### src/rtl/multicycle_controller.sv
// Multicycle RISC-V style control unit: a three-process FSM that sequences fetch, decode,
// execute, memory and writeback steps, with a bounded wait on mem_ready that traps on timeout.
module multicycle_controller #(
  parameter int MEM_TIMEOUT = 15
) (
  input  logic        clk,
  input  logic        rst,
  input  logic [31:0] inst,
  input  logic        Zero,
  input  logic        mem_ready,
  output logic        mem_req,
  output logic        AdrSrc,
  output logic        IRWrite,
  output logic        PCWrite,
  output logic        RegWrite,
  output logic        MemWrite,
  output logic [1:0]  ALUSrcA,
  output logic [1:0]  ALUSrcB,
  output logic [1:0]  ResultSrc,
  output logic [2:0]  ImmSrc,
  output logic [3:0]  ALUControl,
  output logic        retire,
  output logic        fault,
  output logic [3:0]  state
);

  // Immediate and ALU codes mirror the Ext_Imm* / ALU_* values of define.v.
  localparam logic [2:0] EXT_IMM_I = 3'd0, EXT_IMM_S = 3'd1, EXT_IMM_B = 3'd2,
                         EXT_IMM_U = 3'd3, EXT_IMM_J = 3'd4;
  localparam logic [3:0] ALU_ADD = 4'd0, ALU_SUB = 4'd1, ALU_SHIFTL = 4'd2,
                         ALU_LESS_THAN_SIGNED = 4'd3, ALU_LESS_THAN = 4'd4, ALU_XOR = 4'd5,
                         ALU_SHIFTR = 4'd6, ALU_SHIFTR_ARITH = 4'd7, ALU_OR = 4'd8,
                         ALU_AND = 4'd9, ALU_NONE = 4'd15;
  localparam logic [6:0] OP_LOAD = 7'b0000011, OP_STORE = 7'b0100011, OP_RTYPE = 7'b0110011,
                         OP_ITYPE = 7'b0010011, OP_BRANCH = 7'b1100011, OP_JAL = 7'b1101111,
                         OP_LUI = 7'b0110111;

  typedef enum logic [3:0] {
    S_FETCH = 4'd0, S_DECODE = 4'd1, S_MEMADR = 4'd2, S_MEMREAD = 4'd3, S_MEMWB = 4'd4,
    S_MEMWRITE = 4'd5, S_EXECR = 4'd6, S_EXECI = 4'd7, S_ALUWB = 4'd8, S_BRANCH = 4'd9,
    S_JAL = 4'd10, S_LUI = 4'd11, S_TRAP = 4'd15
  } state_e;

  localparam int              CW     = (MEM_TIMEOUT > 0) ? $clog2(MEM_TIMEOUT + 1) : 1;
  localparam logic [CW-1:0]   TMO    = CW'(MEM_TIMEOUT);
  localparam logic            TMO_EN = (MEM_TIMEOUT > 0);

  state_e          state_q, state_d;
  logic [CW-1:0]   wait_q, wait_d;
  logic [6:0]      opcode_s;
  logic [2:0]      funct3_s;
  logic            timeout_s;
  logic            unused_s;

  assign opcode_s  = inst[6:0];
  assign funct3_s  = inst[14:12];
  assign timeout_s = TMO_EN && (wait_q == TMO);
  assign unused_s  = ^{inst[31], inst[29:15], inst[11:7]};
  assign state     = state_q;

  function automatic logic [3:0] alu_dec(input logic [2:0] f3, input logic b30, input logic is_r);
    case (f3)
      3'b000:  alu_dec = (is_r && b30) ? ALU_SUB : ALU_ADD;
      3'b001:  alu_dec = ALU_SHIFTL;
      3'b010:  alu_dec = ALU_LESS_THAN_SIGNED;
      3'b011:  alu_dec = ALU_LESS_THAN;
      3'b100:  alu_dec = ALU_XOR;
      3'b101:  alu_dec = b30 ? ALU_SHIFTR_ARITH : ALU_SHIFTR;
      3'b110:  alu_dec = ALU_OR;
      3'b111:  alu_dec = ALU_AND;
      default: alu_dec = ALU_ADD;
    endcase
  endfunction

  // State and wait-counter registers
  always_ff @(posedge clk or posedge rst) begin
    if (rst) begin
      state_q <= S_FETCH;
      wait_q  <= '0;
    end else begin
      state_q <= state_d;
      wait_q  <= wait_d;
    end
  end

  // Next-state logic; mem_ready beats a timeout landing in the same cycle
  always_comb begin
    state_d = state_q;
    case (state_q)
      S_FETCH: begin
        if (mem_ready)      state_d = S_DECODE;
        else if (timeout_s) state_d = S_TRAP;
        else                state_d = S_FETCH;
      end
      S_DECODE: begin
        case (opcode_s)
          OP_LOAD, OP_STORE: state_d = S_MEMADR;
          OP_RTYPE:          state_d = S_EXECR;
          OP_ITYPE:          state_d = S_EXECI;
          OP_BRANCH:         state_d = S_BRANCH;
          OP_JAL:            state_d = S_JAL;
          OP_LUI:            state_d = S_LUI;
          default:           state_d = S_FETCH;
        endcase
      end
      S_MEMADR:   state_d = (opcode_s == OP_STORE) ? S_MEMWRITE : S_MEMREAD;
      S_MEMREAD: begin
        if (mem_ready)      state_d = S_MEMWB;
        else if (timeout_s) state_d = S_TRAP;
        else                state_d = S_MEMREAD;
      end
      S_MEMWRITE: begin
        if (mem_ready)      state_d = S_FETCH;
        else if (timeout_s) state_d = S_TRAP;
        else                state_d = S_MEMWRITE;
      end
      S_MEMWB, S_ALUWB, S_BRANCH, S_LUI: state_d = S_FETCH;
      S_EXECR, S_EXECI, S_JAL:           state_d = S_ALUWB;
      S_TRAP:                            state_d = S_TRAP;
      default:                           state_d = S_FETCH;
    endcase
  end

  // Wait counter: restarts on every state change, saturates at the timeout value
  always_comb begin
    wait_d = wait_q;
    if (state_d != state_q) begin
      wait_d = '0;
    end else if (mem_req && !mem_ready && TMO_EN && (wait_q != TMO)) begin
      wait_d = wait_q + CW'(1);
    end else begin
      wait_d = wait_q;
    end
  end

  // Output decode per state
  always_comb begin
    mem_req    = 1'b0;
    AdrSrc     = 1'b0;
    IRWrite    = 1'b0;
    PCWrite    = 1'b0;
    RegWrite   = 1'b0;
    MemWrite   = 1'b0;
    ALUSrcA    = 2'b00;
    ALUSrcB    = 2'b00;
    ResultSrc  = 2'b00;
    ImmSrc     = EXT_IMM_I;
    ALUControl = ALU_ADD;
    retire     = 1'b0;
    fault      = 1'b0;
    case (state_q)
      S_FETCH: begin
        if (rst) begin
          mem_req = 1'b0;
        end else begin
          mem_req = 1'b1;
          if (mem_ready) begin
            IRWrite   = 1'b1;
            PCWrite   = 1'b1;
            ALUSrcB   = 2'b10;
            ResultSrc = 2'b10;
          end else begin
            IRWrite   = 1'b0;
          end
        end
      end
      S_DECODE: begin
        ALUSrcA = 2'b01;
        ALUSrcB = 2'b01;
        ImmSrc  = (opcode_s == OP_JAL) ? EXT_IMM_J : EXT_IMM_B;
      end
      S_MEMADR: begin
        ALUSrcA = 2'b10;
        ALUSrcB = 2'b01;
        ImmSrc  = (opcode_s == OP_STORE) ? EXT_IMM_S : EXT_IMM_I;
      end
      S_MEMREAD: begin
        mem_req = 1'b1;
        AdrSrc  = 1'b1;
      end
      S_MEMWB: begin
        RegWrite  = 1'b1;
        ResultSrc = 2'b01;
        retire    = 1'b1;
      end
      S_MEMWRITE: begin
        mem_req  = 1'b1;
        AdrSrc   = 1'b1;
        MemWrite = 1'b1;
        retire   = mem_ready;
      end
      S_EXECR: begin
        ALUSrcA    = 2'b10;
        ALUSrcB    = 2'b00;
        ALUControl = alu_dec(funct3_s, inst[30], 1'b1);
      end
      S_EXECI: begin
        ALUSrcA    = 2'b10;
        ALUSrcB    = 2'b01;
        ALUControl = alu_dec(funct3_s, inst[30], 1'b0);
      end
      S_ALUWB: begin
        RegWrite = 1'b1;
        retire   = 1'b1;
      end
      S_BRANCH: begin
        ALUSrcA    = 2'b10;
        ALUSrcB    = 2'b00;
        ALUControl = ALU_XOR;
        retire     = 1'b1;
        case (funct3_s)
          3'b000:  PCWrite = Zero;
          3'b001:  PCWrite = ~Zero;
          default: PCWrite = 1'b0;
        endcase
      end
      S_JAL: begin
        ALUSrcA = 2'b01;
        ALUSrcB = 2'b10;
        PCWrite = 1'b1;
      end
      S_LUI: begin
        ImmSrc     = EXT_IMM_U;
        ResultSrc  = 2'b11;
        RegWrite   = 1'b1;
        ALUControl = ALU_NONE;
        retire     = 1'b1;
      end
      S_TRAP:  fault = 1'b1;
      default: fault = 1'b0;
    endcase
  end

endmodule

### config.mk
export PLATFORM = sky130hd
export DESIGN_NAME = multicycle_controller
export DESIGN_NICKNAME = d
export VERILOG_FILES = /design/src/rtl/multicycle_controller.sv
export SDC_FILE = /design/constraint.sdc
export NUM_CORES = 1
export LEC_CHECK = 0
export BUFFER_PORTS_ARGS = -buffer_cell sky130_fd_sc_hd__buf_2
export CORE_MARGIN = 5
export CORE_UTILIZATION = 45
export CTS_BUF_LIST = sky130_fd_sc_hd__clkbuf_4 sky130_fd_sc_hd__clkbuf_8 sky130_fd_sc_hd__clkbuf_16
export CTS_CLUSTER_SIZE = 14
export DETAILED_ROUTE_END_ITERATION = 7
export PLACE_DENSITY_LB_ADDON = 0.05
export SYNTH_ARGS = -nofsm -noshare
export SYNTH_HDL_FRONTEND = slang
export SYNTH_SLANG_ARGS = --single-unit
### constraint.sdc
create_clock -name clk -period 2.8 [get_ports clk]
set_input_delay 0.42 -clock clk [delete_from_list [all_inputs] [get_ports clk]]
set_output_delay 0.42 -clock clk [all_outputs]
set_load 0.03 [all_outputs]
==> results.tsv <==
metric	value	unit
Yosys reg bits	8	
Syn-to-layout area delta	21.4	%
post-DP HPWL	2630	um
Antenna Nets Post-Route	0	
r2r startpoint	state[2]$_DFF_PP0_	
setup TNS	0	ps
Core ar.	2480	um^2
fin area	1410	um^2
Initial Util	0.468	
worst hold slack	133	ps
Syn Inst Count	172	
Comb power frac	0.705	
RSZ-0062 raised after global routing	false	
# clock sinks	8	
Synth area leader	dfrtp_1	
Post-synth ARST share	1.00	
H-tree levels	1	
Worst Setup Start Kind	input pin	
count leader, synth	nand2_1	
CTS tree	built	
warnings from Yosys	0	
period utilization	0.805	
Hold WC Path Type	input pin to async pin	
port buffer count	39	
Max Slew Vio Count	0	
DR vias/cell	5.91	
status	finished, final reports clean	
Final Hold Viols	0	
CTS root buf	clkbuf_4	
Peak VDD IR	0.454	mV
WL/cell	14.5	um
Final setup viols	0	
final std cells w/o fill	238	
Reg2Reg Depth	6	
Psw	0.000434	W
Seq pwr share	0.185	
layout cells sized above 1	0.260	
die area	3690	um^2
commonest cells in the netlist	nand2_1 (21), o21ai_0 (18), nor2_1 (15), a21oi_1 (9)	
post-synthesis sequential area ratio	0.173	
cts bufs inserted	3	
EDFF count, synth	0	
clk_skew	5.85	ps
clock transition at the registers of the reported paths	60	ps
P_int	0.000364	W
sw frac	0.544	
crit path time final	2260	ps
CTS max path bufs	2	
grt ovf	0	
CP Data Arrival Time	1840	ps
Pwr per Cell Area	567	nW/um^2
# hold bufs at CTS	0	
die height	60.8	um
die width	60.8	um
worst endpoint required time	2380	ps
GPL Wtd Cong	0.834	
final WL	3440	um
Resized cells post-CTS	0	
Post-DP Area	1390	um^2
Iter 0 DRT Violations	102	
placed insts	235	
Post-Syn Area per Cell	6.74	um^2
antenna cells	0	
fmax	443	MHz
syn_nets	209	
largest net degree at the start of global routing	35	
Area contributors post-synth	dfrtp_1 (17%), o21ai_0 (7.8%), nand2_1 (6.8%)	
global-route wire length before repair	5600	um
critical path class	input pin to output pin	
Setup Buffers After CTS	0	
ys flop type	dfrtp_1	
total power	0.000798	W
Clk Latency, worst-skew pair	250	ps
count of different cell masters after synthesis	49	
io pins	61	
worst-margin pin slew	486	ps
DRC	0	
post-synth top area share	0.173	
# rows	18	
Leakage	0.651	nW
Tot GR Track Use	0.192	
R2R setup slack	680	ps
clock power share	0.110	
crit path launch	inst[3]	
routed vias	1406	
r2r endpoint	wait_q[3]$_DFFE_PP0P_	
slew margin rel.	0.672	
Max Cap Viol	0	
vias in the first global route	1276	
initial antenna violation count	0	
nature of the critical path endpoint	output pin	
crit-path max FO	6	
nets@finish	247	
TritonRoute pass-1 iters	5	
Syn Std Cell Area	1160	um^2
layout make-up:
class	instances	area [um^2]
multi-input combinational	149	900
sequential	8	200
inverter	4	15.0
timing repair buffer	44	233
tap	30	37.5
clock buffer	3	22.5
fill	252	1070
metal layers:
metal	vias to the layer above	track usage	part of all wire
met4	0	0.0372	0.0049
li1	711	-	-
met2	40	0.342	0.50
met1	653	0.248	0.44
met5	-	0	0
met3	2	0.0255	0.058
power groups by stage:
stage	Combinational, W	Clock (W)	Sequential, W
2_1_floorplan	0.000391	0	0.000176
3_3_place_gp	0.000551	0	0.000149
5_1_grt	0.000612	0.000106	0.000152
4_1_cts	0.000564	0.0000926	0.000148
6_report	0.000562	0.0000881	0.000148
3_5_place_dp	0.000562	0	0.000150
kinds of logic after synthesis:
group | synth area share
adder cells (fa/ha/maj) | 0.0108
XOR/XNOR | 0.0453
flip-flops | 0.173
AND/OR/NAND/NOR | 0.430
AO/OA/AOI/OAI | 0.263
multiplexers | 0.0259
buffers and inverters | 0.0518
stage by stage:
step / setup WS, ps / utilization
6_report: 545 / 0.568
5_1_grt: 428 / 0.568
4_1_cts: 553 / 0.568
3_5_place_dp: 562 / 0.559
3_3_place_gp: 551 / 0.559
2_1_floorplan: 161 / -
worst max path at each step:
stage,endpoint,slack [ps],depth (start not counted)
6_report,ImmSrc[0],540,5
5_1_grt,ALUControl[0],430,7
4_1_cts,mem_req,550,4
3_5_place_dp,ImmSrc[0],560,5
3_3_place_gp,ImmSrc[0],550,5
2_1_floorplan,PCWrite,160,4
worst max-delay path: stages:
cell and delay, ps:
buf_2 140, or3_1 430, or4_1 480, a21oi_1 150
buf_2 210
layout by cell type (no fill, tap or decap), types with 3 or more instances in the layout:
cell type	Yosys	routed
buf_2	3	39
nand2_1	21	21
o21ai_0	18	18
nor2_1	15	15
a21oi_1	9	9
dfrtp_1	8	8
nand3_1	7	7
nor3_1	7	7
nor4_1	7	7
nor2b_1	6	6
nand2b_1	5	5
buf_4	0	5
or3_1	4	4
xnor2_1	4	4
a31oi_1	3	3
or4_1	3	3
inv_1	3	3
mux2i_1	3	3
clkbuf_4	0	3
registers in the layout, indices dropped and copies added (netlist names):
register	count
wait_q	4
state	4
Note: power is estimated with default switching activity, not from simulation.
